[config.mk]
export PLATFORM = sky130hd
export DESIGN_NAME = coord_stack
export DESIGN_NICKNAME = d
export VERILOG_FILES = /design/src/rtl/coord_stack.sv
export SDC_FILE = /design/constraint.sdc
export NUM_CORES = 1
export LEC_CHECK = 0
export CAP_MARGIN = 5
export CORE_MARGIN = 1.5
export CORE_UTILIZATION = 55
export CTS_BUF_LIST = sky130_fd_sc_hd__clkbuf_16
export CTS_CLUSTER_DIAMETER = 50
export CTS_CLUSTER_SIZE = 20
export DETAILED_ROUTE_END_ITERATION = 16
export GPL_ROUTABILITY_DRIVEN = 0
export PLACE_DENSITY = 0.72
export SLEW_MARGIN = 20
export SYNTH_ARGS = -nofsm -noshare
export SYNTH_HDL_FRONTEND = slang
export SYNTH_SLANG_ARGS = --single-unit
[constraint.sdc]
create_clock -name clk -period 4.3 [get_ports clk]
set_clock_uncertainty 0.1 [all_clocks]
set_input_delay 0.86 -clock clk [delete_from_list [all_inputs] [get_ports clk]]
set_output_delay 0.86 -clock clk [all_outputs]
set_load 0.05 [all_outputs]
[src/rtl/coord_stack.sv]
// LIFO of (x,y) coordinate pairs with a registered pop port
// and a one-cycle fail pulse on illegal requests.
module coord_stack #(
  parameter int W     = 4,
  parameter int DEPTH = 16
) (
  input  logic                     clk,
  input  logic                     rst,
  input  logic                     push,
  input  logic                     pop,
  input  logic [W-1:0]             xIn,
  input  logic [W-1:0]             yIn,
  output logic [W-1:0]             xOut,
  output logic [W-1:0]             yOut,
  output logic                     empty,
  output logic                     full,
  output logic                     fail,
  output logic [$clog2(DEPTH):0]   count
);

  localparam int PW = $clog2(DEPTH);
  localparam int CW = PW + 1;

  logic [2*W-1:0] mem [DEPTH];
  logic [PW-1:0]  ptr;
  logic [PW-1:0]  top;
  logic           wr_only;
  logic           rd_only;
  logic           swap;
  logic           bad;

  assign empty = (count == '0);
  assign full  = (count == CW'(DEPTH));
  // count==DEPTH aliases ptr to 0, so top still lands on DEPTH-1
  assign ptr   = count[PW-1:0];
  assign top   = ptr - 1'b1;

  always_comb begin
    wr_only = push && !pop && !full;
    rd_only = pop && !push && !empty;
    swap    = push && pop;
    bad     = (push && !pop && full) ||
              (pop && !push && empty);
  end

  always_ff @(posedge clk) begin
    if (wr_only)
      mem[ptr] <= {xIn, yIn};
    else if (swap && !empty)
      mem[top] <= {xIn, yIn};
  end

  always_ff @(posedge clk or negedge rst) begin
    if (!rst) begin
      count <= '0;
      xOut  <= '0;
      yOut  <= '0;
      fail  <= 1'b0;
    end else begin
      fail <= bad;
      unique case (1'b1)
        wr_only: count <= count + 1'b1;
        rd_only: begin
          {xOut, yOut} <= mem[top];
          count        <= count - 1'b1;
        end
        swap: begin
          if (empty)
            {xOut, yOut} <= {xIn, yIn};
          else
            {xOut, yOut} <= mem[top];
        end
        default: ;
      endcase
    end
  end

endmodule

==> results, run 1 <==
- The data arrival at the endpoint of the critical path is about 2900 ps.
- The number of hold buffers added after cts is 0.
- Once layout is complete, the utilization of the core stands at 0.662.
- The part of the total power dissipated in combinational logic is 0.419.
- The final critical-path required period is between 3000 and 4000 ps.
- For the final routed database, the setup TNS stands at 0 ps.
- sky130_fd_sc_hd__edfxtp_1 takes more of the synthesized area than any other cell.
- In this run, CTS created clock tree buffers numbering 17.
- TritonCTS built the clock tree.
- In the final layout, the share of cells above drive strength 1 is 0.216.
- Of the total power, registers draw 0.346.
- The estimated wirelength of the detail-placed design is between 7 and 8 mm.
- After synthesis, the mean cell area works out to roughly 19 µm².
- The number of max-slew violations in the final report is 0.
- The number of levels in the clock H-tree is 4.
- The average via count per standard cell is ~6.3.
- The peak ir drop on the vdd network is 477 µV.
- Of the available clock period, the critical path in the final layout requires 0.889.
- The share of the Yosys chip area taken by registers is 0.722.
- The gate count of the mapped netlist is 310.
- The number of nets in the final layout is 369.
- The number of endpoints with negative hold slack in the final report is 0.
- The maximum number of pins on one net before global-route repair is 33.
- The setup-violating endpoint count in the final report is 0.
- The root buffer cell is sky130_fd_sc_hd__clkbuf_16.
- The leftover overflow at the end of global routing is 0.
- The upper clock frequency limit is approximately 260 MHz.
- The worst-case clock buffer depth is 2.
- The commonest cells after synthesis are sky130_fd_sc_hd__edfxtp_1, sky130_fd_sc_hd__mux4_2, sky130_fd_sc_hd__nor2_1.
- The floorplan step set the die width to ~110 µm.
- Counting flops with a built-in enable in the synthesized netlist gives around 130.
- Setup repair after global routing left no endpoint under its margin.
- After clock tree synthesis, the clock-pin slew on the worst setup and hold paths is about 50 ps.
- 28 I/O pins were placed.
- The remaining antenna violation count after routing is 0.
- The layout overhead on the synthesized area is 17.1%.
- The total track usage is 0.241.
- In the synthesized netlist the async set-or-reset flop fraction comes to 0.0986.
- The wire length per cell after detailed routing is approximately 24 µm.
- The tightest slew margin relative to the limit is 0.492.
- The die area is between 10,000 and 15,000 µm².
- The switching power share of the total is 0.347.
- The initial utilization of the core area, before any placement, comes to 0.565.
- The distinct cell type count after synthesis is 35.
- The combined area of the multi-input logic cells is about 1500 µm².
- The standard-cell row count is 37.
- The worst setup path is captured at an output pin.
- The area of the core region is 10,300 µm².
- In this run the tool buffered the top-level ports with 27 buffer cells.
- The remaining routing DRC violations is 0.
- In the synthesized netlist the dominant register cell turns out to be sky130_fd_sc_hd__edfxtp_1.
- Internal power comes to ~3600 µW.
- The antenna diode instance count is 0.
- The critical path class is reg2out.
- The detailed router finished its first iteration with between 200 and 300 violations.
- Ranked by total cell area, the synthesized netlist is headed by sky130_fd_sc_hd__edfxtp_1, sky130_fd_sc_hd__mux4_2, sky130_fd_sc_hd__dfrtp_1.
- For the pin with the worst max-slew slack, the measured transition is 760 ps.
- Measured along the y axis, the die boundary spans ~110 µm.
- The synthesized netlist occupies a cell area of a little under 6000 µm².
- The clock net in this run drives a total of 142 sinks.
- The number of antenna violations at the first check in global routing is 0.
- The run finished with clean final reports.
- For the worst-skew pair, the clock arrives at the later sink with an insertion delay of between 400 and 500 ps.
- The top cell type's share of synthesized area is 0.661.
- Buffers added to address setup during post-CTS repair amount to 0.
- The quantity of gates resized following cts is 0.
- The routed design has around 12 mm of wire.
- Of the total power, the clock network draws 0.235.
- The power density of the placed cells is between 700 and 800 nW/µm².
- In this run, synthesis produced a sequential element count of about 140.
- Summed over all cells, the static leakage comes to between 0.002 and 0.0025 µW.
- The reported max-cap violation count is 0.
- The number of detailed-routing iterations run before antenna repair is 6.
- The required time at the endpoint of the critical path is roughly 3300 ps.
- The element type at the critical path start is a flop.
- The largest driver fanout on the critical path is 11.
- The number of global-route vias before repair came to about 3.2k.
- By instance count, the leading cell after synthesis is sky130_fd_sc_hd__edfxtp_1.
- The synthesized netlist net count is ~330.
- The global-route wire length before repair is 18.9 mm.
- The switching power is around 1900 µW.
- The worst hold path class is reg2reg.
- The overall via count from detail_route is approximately 3.2k.
- The area occupied by registers is 4190 µm².
- The number of fill cells is approximately 710.
- The total of warnings raised by yosys is 0.
## critical path, cell delays in order (launching register included)
cell and delay, ps:
sky130_fd_sc_hd__dfrtp_1 520, sky130_fd_sc_hd__inv_1 180, sky130_fd_sc_hd__ha_2 190, sky130_fd_sc_hd__or4b_1 580, sky130_fd_sc_hd__inv_1 170, sky130_fd_sc_hd__clkdlybuf4s50_1 820
## layout by cell type (no fill, tap or decap), drive strengths merged, types with 6 or more instances in the layout
cell / Yosys / final
clkdlybuf4s50: 0 / 27
xnor2: 8 / 8
inv: 4 / 6
edfxtp: 128 / 128
dfrtp: 14 / 14
a21oi: 11 / 11
clkbuf: 8 / 17
and3: 8 / 8
a222oi: 8 / 8
mux2: 9 / 9
buf: 9 / 15
nor3: 7 / 7
nor2: 19 / 19
nor2b: 7 / 7
o21ai: 14 / 14
clkinv: 0 / 9
mux4: 32 / 32
## metal layers
| layer | GRT usage | part of all wire | vias up |
|---|---|---|---|
| li1 | - | - | 1372 |
| met1 | 0.341 | 0.42 | 1605 |
| met2 | 0.355 | 0.47 | 166 |
| met3 | 0.0637 | 0.074 | 26 |
| met4 | 0.110 | 0.030 | 0 |
| met5 | 0 | 0 | - |
## path summary, 6_finish.rpt
path                       startpoint  slack [ps]  cells after the start        end
max reg2reg                  count[1]         930                      8  mem[1][1]
min reg2reg                  count[4]         430                      1   count[4]
min in group asynchronous         rst         770                      1    xOut[1]
min                          count[4]         430                      1   count[4]
max in group asynchronous         rst        2890                      1   count[0]
max                          count[1]         480                      5      empty
## registers in the layout, summed over array words and instances (netlist names)
register	cells
count	5
fail	1
mem	128
xOut	4
yOut	4
## per-stage QoR
stage / cells / total power, µW / instance area (µm²) / setup slack [ps] / hold slack [ps]
floorplan: 310 / 3550 / 5820 / 259 / 464
global placement: 471 / 4160 / 6300 / 739 / 418
detailed placement: 471 / 4190 / 6300 / 541 / 420
CTS: 501 / 5480 / 6810 / 485 / 430
global route: 501 / 5680 / 6810 / 357 / 456
finish: 501 / 5440 / 6810 / 476 / 431
## final cells by class
class	count	area share
Sequential cell	142	0.616
Clock inverter	13	0.0125
Timing Repair Buffer	42	0.0581
Inverter	4	0.00221
Tap cell	136	0.0250
Clock buffer	17	0.0625
Multi-Input combinational cell	147	0.224
## power by group through the flow
stage | sequential, µW | clock [µW] | combinational [µW]
final | 1880 | 1280 | 2280
after floorplan | 2040 | 0 | 1500
after CTS | 1880 | 1290 | 2310
after detailed placement | 1900 | 0 | 2290
after global routing | 1900 | 1350 | 2430
after global placement | 1890 | 0 | 2270
## cell families after synthesis
kind of cell / Yosys count / synth area share
flip-flops: 142 / 0.722
AND/OR/NAND/NOR: 54 / 0.0487
AO/OA/AOI/OAI: 41 / 0.0467
multiplexers: 41 / 0.145
buffers and inverters: 21 / 0.0192
XOR/XNOR: 8 / 0.0121
adder cells (fa/ha/maj): 3 / 0.00646
Power figures use the tool's default switching activity.
==> inputs of run 2 (changes only) <==
--- a/config.mk
+++ b/config.mk
@@ -5,6 +5,7 @@
 export SDC_FILE = /design/constraint.sdc
 export NUM_CORES = 1
 export LEC_CHECK = 0
+export ABC_CLOCK_PERIOD_IN_PS = 4300
 export CAP_MARGIN = 5
 export CORE_MARGIN = 1.5
 export CORE_UTILIZATION = 55
==> results of run 2 <==
The final DEF is identical to that of run 1; final timing and power are the same.
